`config.mk`:
```
export PLATFORM = sky130hd
export DESIGN_NAME = spi_slave
export DESIGN_NICKNAME = d
export VERILOG_FILES = /design/src/rtl/spi_slave_pkg.sv /design/src/rtl/spi_sync_edge.sv /design/src/rtl/spi_slave.sv
export SDC_FILE = /design/constraint.sdc
export NUM_CORES = 1
export LEC_CHECK = 0
export CAP_MARGIN = 5
export CORE_AREA = 2 2 65 67
export CTS_CLUSTER_SIZE = 16
export DETAILED_ROUTE_END_ITERATION = 12
export DIE_AREA = 0 0 67 69
export PLACE_DENSITY_LB_ADDON = 0.05
export REMOVE_ABC_BUFFERS = 1
export SYNTH_ARGS = -nofsm -noshare
export SYNTH_HDL_FRONTEND = slang
export SYNTH_SLANG_ARGS = --single-unit
```
`constraint.sdc`:
```
create_clock -name clk -period 2.1 [get_ports clk]
set_input_delay 0.63 -clock clk [delete_from_list [all_inputs] [get_ports clk]]
set_output_delay 0.63 -clock clk [all_outputs]
set_load 0.005 [all_outputs]
```
`src/rtl/spi_slave_pkg.sv`:
```
// Shared SPI definitions: default word width and slave FSM state encodings.
// The encodings match the master side so traces line up across both ends of the link.
package spi_slave_pkg;

    localparam int SPI_WIDTH = 8;

    localparam logic ST_IDLE   = 1'b0;
    localparam logic ST_ACTIVE = 1'b1;

endpackage

```
`src/rtl/spi_sync_edge.sv`:
```
// Multi-flop synchroniser for an asynchronous input, with single-cycle rise/fall
// pulses derived from the synchronised level.
module spi_sync_edge #(
    parameter int   STAGES    = 2,
    parameter logic RESET_VAL = 1'b0
) (
    input  logic clk,
    input  logic rst,
    input  logic din,
    output logic rise,
    output logic fall
);

    logic [STAGES-1:0] sync_q, sync_d;
    logic              prev_q, prev_d;

    always_comb begin
        sync_d = {sync_q[STAGES-2:0], din};
        prev_d = sync_q[STAGES-1];
    end

    // Reset to the idle level of the line so release never produces a false edge.
    always_ff @(posedge clk or posedge rst) begin
        if (rst) begin
            sync_q <= {STAGES{RESET_VAL}};
            prev_q <= RESET_VAL;
        end else begin
            sync_q <= sync_d;
            prev_q <= prev_d;
        end
    end

    assign rise = sync_q[STAGES-1] & ~prev_q;
    assign fall = ~sync_q[STAGES-1] & prev_q;

endmodule

```
`src/rtl/spi_slave.sv`:
```
// SPI mode-0 slave: oversamples SCLK/CS_n/MOSI in the clk domain, shifts words MSB-first,
// returns a buffered tx word on MISO and reports each received word with a 1-cycle pulse.
module spi_slave
    import spi_slave_pkg::*;
#(
    parameter int                    DATA_WIDTH  = SPI_WIDTH,
    parameter int                    SYNC_STAGES = 2,
    parameter logic [DATA_WIDTH-1:0] TX_DEFAULT  = '0
) (
    input  logic                  clk,
    input  logic                  reset,
    input  logic                  sclk,
    input  logic                  cs_n,
    input  logic                  mosi,
    output logic                  miso,
    output logic                  miso_oe,
    input  logic [DATA_WIDTH-1:0] tx_data,
    input  logic                  tx_valid,
    output logic                  tx_ready,
    output logic [DATA_WIDTH-1:0] rx_data,
    output logic                  rx_valid,
    output logic                  tx_underrun,
    output logic                  busy
);

    localparam int                CNT_W    = $clog2(DATA_WIDTH);
    localparam logic [CNT_W-1:0]  LAST_BIT = CNT_W'(DATA_WIDTH - 1);

    logic sclk_rise, sclk_fall, cs_rise, cs_fall, s_mosi;

    spi_sync_edge #(.STAGES(SYNC_STAGES), .RESET_VAL(1'b0)) u_sclk_sync (
        .clk  (clk),
        .rst  (reset),
        .din  (sclk),
        .rise (sclk_rise),
        .fall (sclk_fall)
    );

    spi_sync_edge #(.STAGES(SYNC_STAGES), .RESET_VAL(1'b1)) u_cs_sync (
        .clk  (clk),
        .rst  (reset),
        .din  (cs_n),
        .rise (cs_rise),
        .fall (cs_fall)
    );

    // Same depth as the sclk path so s_mosi is aligned with the detected sclk edge.
    logic [SYNC_STAGES-1:0] mosi_sync_q, mosi_sync_d;
    assign mosi_sync_d = {mosi_sync_q[SYNC_STAGES-2:0], mosi};
    assign s_mosi      = mosi_sync_q[SYNC_STAGES-1];

    logic                  state_q, state_d;
    logic [CNT_W-1:0]      bit_cnt_q, bit_cnt_d;
    logic [DATA_WIDTH-1:0] txbuf_q, txbuf_d;
    logic                  txfull_q, txfull_d;
    logic [DATA_WIDTH-1:0] shift_tx_q, shift_tx_d;
    logic [DATA_WIDTH-2:0] shift_rx_q, shift_rx_d;
    logic [DATA_WIDTH-1:0] rx_data_q, rx_data_d;
    logic                  rx_valid_q, rx_valid_d;
    logic                  underrun_q, underrun_d;
    logic                  miso_q, miso_d;

    logic                  tx_wr;
    logic                  word_start;
    logic [DATA_WIDTH-1:0] rx_word;

    assign tx_wr   = tx_valid & ~txfull_q;
    assign rx_word = {shift_rx_q, s_mosi};

    always_comb begin
        state_d    = state_q;
        bit_cnt_d  = bit_cnt_q;
        txbuf_d    = txbuf_q;
        txfull_d   = txfull_q;
        shift_tx_d = shift_tx_q;
        shift_rx_d = shift_rx_q;
        rx_data_d  = rx_data_q;
        rx_valid_d = 1'b0;
        underrun_d = 1'b0;
        miso_d     = miso_q;
        word_start = 1'b0;

        if (tx_wr) begin
            txbuf_d  = tx_data;
            txfull_d = 1'b1;
        end

        case (state_q)
            ST_IDLE: begin
                if (cs_fall) begin
                    state_d    = ST_ACTIVE;
                    bit_cnt_d  = '0;
                    word_start = 1'b1;
                end
            end
            default: begin
                if (sclk_rise) begin
                    shift_rx_d = rx_word[DATA_WIDTH-2:0];
                    if (bit_cnt_q == LAST_BIT) begin
                        rx_data_d  = rx_word;
                        rx_valid_d = 1'b1;
                        bit_cnt_d  = '0;
                    end else begin
                        bit_cnt_d = bit_cnt_q + CNT_W'(1);
                    end
                end
                // A CS rise wins over a coincident SCLK fall: no new word is started.
                if (cs_rise) begin
                    state_d   = ST_IDLE;
                    bit_cnt_d = '0;
                end else if (sclk_fall) begin
                    if (bit_cnt_q != '0) begin
                        miso_d     = shift_tx_q[DATA_WIDTH-2];
                        shift_tx_d = shift_tx_q << 1;
                    end else begin
                        word_start = 1'b1;
                    end
                end
            end
        endcase

        if (word_start) begin
            if (txfull_q) begin
                shift_tx_d = txbuf_q;
                txfull_d   = 1'b0;
            end else if (tx_wr) begin
                shift_tx_d = tx_data;
                txfull_d   = 1'b0;
            end else begin
                shift_tx_d = TX_DEFAULT;
                underrun_d = 1'b1;
            end
            miso_d = shift_tx_d[DATA_WIDTH-1];
        end

        if (state_d == ST_IDLE) begin
            miso_d = 1'b0;
        end
    end

    always_ff @(posedge clk or posedge reset) begin
        if (reset) begin
            mosi_sync_q <= '0;
            state_q     <= ST_IDLE;
            bit_cnt_q   <= '0;
            txbuf_q     <= '0;
            txfull_q    <= 1'b0;
            shift_tx_q  <= '0;
            shift_rx_q  <= '0;
            rx_data_q   <= '0;
            rx_valid_q  <= 1'b0;
            underrun_q  <= 1'b0;
            miso_q      <= 1'b0;
        end else begin
            mosi_sync_q <= mosi_sync_d;
            state_q     <= state_d;
            bit_cnt_q   <= bit_cnt_d;
            txbuf_q     <= txbuf_d;
            txfull_q    <= txfull_d;
            shift_tx_q  <= shift_tx_d;
            shift_rx_q  <= shift_rx_d;
            rx_data_q   <= rx_data_d;
            rx_valid_q  <= rx_valid_d;
            underrun_q  <= underrun_d;
            miso_q      <= miso_d;
        end
    end

    assign miso        = miso_q;
    assign miso_oe     = (state_q == ST_ACTIVE);
    assign busy        = (state_q == ST_ACTIVE);
    assign tx_ready    = ~txfull_q;
    assign rx_data     = rx_data_q;
    assign rx_valid    = rx_valid_q;
    assign tx_underrun = underrun_q;

endmodule

```
==> Word-level counts from Yosys, hierarchy flattened <==
Index checks and enable logic that the tools add are counted.
{ "totals": {"register_bits": 46, "latchBits": 0, "ram_bits": 0, "rom_bits": 0, "input_bits": 14, "n_memories": 0} }
{ "classes": {"n_addsub": 1, "n_mul": 0, "div_mod_pow": 0, "n_lt_le_gt_ge": 0, "n_eq_ne": 7, "shifts": 0, "muxes": 35, "n_bitwise": 10, "reduce_logical": 10} }
{ "op_table": {"columns": ["operator", "n"], "rows": [
  ["$mux W7", 5],
  ["$mux W1", 23],
  ["$mux W8", 2],
  ["$mux W3", 5],
  ["$ne A3 B2 Y1 const B", 3],
  ["$reduce_and A4 Y1", 2],
  ["$reduce_bool A2 Y1", 4],
  ["$and A1 B1 Y1", 5],
  ["$not A1 Y1", 5],
  ["$reduce_and A2 Y1", 2],
  ["$add A3 B1 Y3 const B", 1],
  ["$eq A3 B3 Y1 const B", 1],
  ["$ne A3 B1 Y1 const B", 1],
  ["$ne A3 B3 Y1 const B", 1],
  ["$reduce_and A3 Y1", 1],
  ["$reduce_bool A3 Y1", 1],
  ["$ne A2 B1 Y1 const B", 1]
]} }

==> Logic depth before layout (Yosys ltp) <==
{ "logic_depth": {"depth_word": 7, "mapped_depth": 7, "depth_no_buf": 6} }

==> Cells and area by module <==
Synthesis repeated with hierarchy kept, for this count alone.
{ "hier_totals": {"hier_cells": 143, "hier_area_um2": 1901.8} }
{ "modules_own_cells": {"columns": ["mod", "n_inst", "cells_per_inst", "area_each_um2", "seq_area_each_um2"], "rows": [
  ["spi_slave", 1, 131, 1710.4, 1001.0],
  ["spi_sync_edge (u_cs_sync)", 1, 6, 97.6, 78.8],
  ["spi_sync_edge (u_sclk_sync)", 1, 6, 93.8, 75.1]
]} }

==> Least setup slack after synthesis <==
OpenSTA, ideal clock, no wires.
{ "synth_path": {"kind": "input port to flip-flop", "from": "input tx_valid", "to": "register txbuf_q[1]", "setup_time_ps": 125, "arrival_time_ps": 1520, "slack_ps": 456, "cell_stages": 4, "n_path_buf": 2, "cell_sequence": "nor2b_1 -> clkbuf_1 -> buf_2 -> mux2_2"} }
{ "synth_between": {"elab_chain_len": 1} }
{ "synth_lines": {"columns": ["element", "line_no", "source"], "rows": [
  ["start, declared", "spi_slave.sv:18", "input logic tx_valid,"],
  ["$and A1 B1 Y1", "spi_slave.sv:67", "assign tx_wr = tx_valid & ~txfull_q;"],
  ["end signal, assigned", "spi_slave.sv:158", "txbuf_q <= txbuf_d;"],
  ["end, declared", "spi_slave.sv:54", "logic [DATA_WIDTH-1:0] txbuf_q, txbuf_d;"]
]} }
No other way between the ends.
A chain may end at the register's enable or synchronous reset.

==> Worst setup path after layout <==
{ "layout_path": {"from": "register txfull_q", "to": "output tx_ready"} }
{ "layout_between": {"elab_chain_len": 1} }
{ "layout_lines": {"columns": ["element", "line_no", "source"], "rows": [
  ["start, declared", "spi_slave.sv:55", "logic txfull_q, txfull_d;"],
  ["start signal, assigned", "spi_slave.sv:159", "txfull_q <= txfull_d;"],
  ["$not A1 Y1", "spi_slave.sv:172", "assign tx_ready = ~txfull_q;"],
  ["end, declared", "spi_slave.sv:19", "output logic tx_ready,"]
]} }
No other way between the ends.

==> run metrics <==
Final Instance Area=0.00238 mm²; Clock transition at path regs=0.08 ns; top post-synthesis cells by area=dfrtp_1 55%, mux2_2 13%, mux2i_1 4.6%; ANT nets after route=0; Mean Syn Cell Area=13.1 µm²; Iteration-0 DRC Markers=69; final RePlAce weighted congestion=0.660; Row Count=23; Total Neg Setup Slack=0 ns; Synth Flop Type=dfrtp_1; Vias/cell=5.21; wire per inst=13.9 µm; PwrDens=916 mW/mm²; Layout area overhead=22.0%; Synth area leader=dfrtp_1; Antenna Cells=0; max cap viols=0; Total GRT Usage=16.6%; most frequent cell after synthesis=dfrtp_1; CTS max path bufs=2; hold_buf cts=0; status=finished clean; number of synthesized flops with an enable pin=0; htree depth=2; Multi-input gate area=691 µm²; register area=0.00116 mm²; routed length on met3=113 µm; Die Width=67 µm; post-synth top area share=55.1%; gr ovfl total=0; Die Height=69 µm; # nets final=197; Inst Count DP=223; HPWL after DPL=2.34 mm; CP max stage cell=dfrtp_2; Synth cell types=31; Hold Crit Class=register to register; crit path time final=1.98 ns; final setup vio count=0; Post-Syn Instances=149; Setup crit end kind=output port; Max Fclk=504 MHz; sequential area share after synthesis=59.1%; number of iterations in the first detailed-routing pass=5; YS warnings=0; first-pass GRT wire length=5.92 mm; total power=2.18 mW; synth cell count leaders=43 x dfrtp_1, 22 x mux2_2, 14 x inv_1; layout cells sized above 1=23.2%; leakage power=1.09 nW; crit-path max FO=12; worst-skew pair later-pin latency=0.29 ns; full die area=0.00462 mm²; clock skew=0.00353 ns; Synth Cell Area=0.00195 mm²; placed cell areas=0.00229 mm²; vias in the first global route=1272; fin cells=231; CP bufs+invs=2; worst vdd ir=0.000538 V; CP Data Required Time=1.47 ns; drt total wl=3.22 mm; Ports=28; via count=1204; starting density of the core=49.9%; worst slew pin tran=0.558 ns; critical path launch point type=register; CP Cell Sequence=inv_1 -> clkdlybuf4s50_1; Critical Path AT=1.35 ns; TritonCTS clock tree=done; FFs w/ async S/R, synth=100%; Root Driver=clkbuf_8; initial antenna violation count=0; delay-heaviest family, CP=buffers and inverters; met1 WL=1.49 mm; fin crit share=94.5%; drt drc=0; Slew HR=62.7%; Yosys reg bits=46; CTS buffer count=5; Pins Over Slew Limit=0; DR WL met2=1.58 mm; Core ar.=0.00391 mm²; final hold violations=0; largest net degree at the start of global routing=47; Port Buffer Count=27; unrepaired setup endpoints after global routing=false; total clock sinks=46; Max stage delay on crit path=0.50 ns; Layout Utilization=60.9%; max layer used=met4; worst setup path class=register to output port; fillers=334
final timing paths:
kind	from	to	slack [ns]	cells after the start
max	txfull_q	tx_ready	0.12	2
min	mosi_sync_q[0]	mosi_sync_q[1]	0.35	0
max reg2reg	bit_cnt_q[0]	rx_data[0]	0.34	4
min reg2reg	mosi_sync_q[0]	mosi_sync_q[1]	0.35	0
max in group asynchronous	reset	u_cs_sync.prev_q	1.16	3
min in group asynchronous	reset	shift_rx_q[3]	0.68	3
layout by cell type (no fill, tap or decap), types with 2 or more instances in the layout:
cell type	instances
dfstp_2	3
a222oi_1	6
o21bai_1	6
buf_4	5
dfrtp_1	42
mux2i_1	9
nor2b_1	3
inv_1	13
a21oi_1	3
nor2_1	3
ha_1	3
nor3_1	3
clkbuf_8	5
o21ai_0	2
clkdlybuf4s50_1	27
mux2_2	22
nand2_1	5
nand2b_1	3
cell families after synthesis:
logic type                 Yosys count  share of synthesized area, %
muxes                               31                          17.3
AOI/OAI and AO/OA                   23                          9.35
adders and majority gates            3                          1.92
and+or+nand+nor                     23                          6.79
DFF                                 46                          59.1
buffers and inverters               23                          5.51
routing by layer:
| layer | global-route usage, % | vias to the layer above |
|---|---|---|
| met5 | 0 | - |
| met4 | 4.76 | 0 |
| met3 | 4.73 | 5 |
| met2 | 25.6 | 21 |
| met1 | 22.7 | 593 |
| li1 | - | 585 |
flip-flops by register name, summed over array words and instances (netlist names):
name and cells:
rx_data 8, txbuf_q 8, shift_rx_q 7, shift_tx_q 7, bit_cnt_q 3, mosi_sync_q 2
u_cs_sync.sync_q 2, u_sclk_sync.sync_q 2, busy 1, miso 1, rx_valid 1, tx_underrun 1
txfull_q 1, u_cs_sync.prev_q 1, u_sclk_sync.prev_q 1
metrics by stage:
step	hold WS, ns	setup WS (ns)
after floorplan	0.331	0.186
after global placement	0.337	0.0613
after detailed placement	0.335	0.0544
after CTS	0.357	0.0611
after global routing	0.368	0.0535
final	0.354	0.117
where the power goes:
part,internal (mW),switching [mW]
clock network,0.240,0.298
registers,1.08,0.127
logic,0.263,0.174
total,1.58,0.599
cell type report:
type	count	area share, %
flip-flops and latches	46	48.5
clock inverters	3	1.05
well taps	50	2.62
clock buffers	5	2.89
inverters	14	2.20
multi-input cells	80	29.0
repair buffers	33	13.8
what timing repair did:
action | 4_1_cts | 5_1_grt
setup buffers | 0 | 0
resized for setup | 0 | 1
endpoints found under the setup margin | 0 | 1
Power figures use the tool's default switching activity.
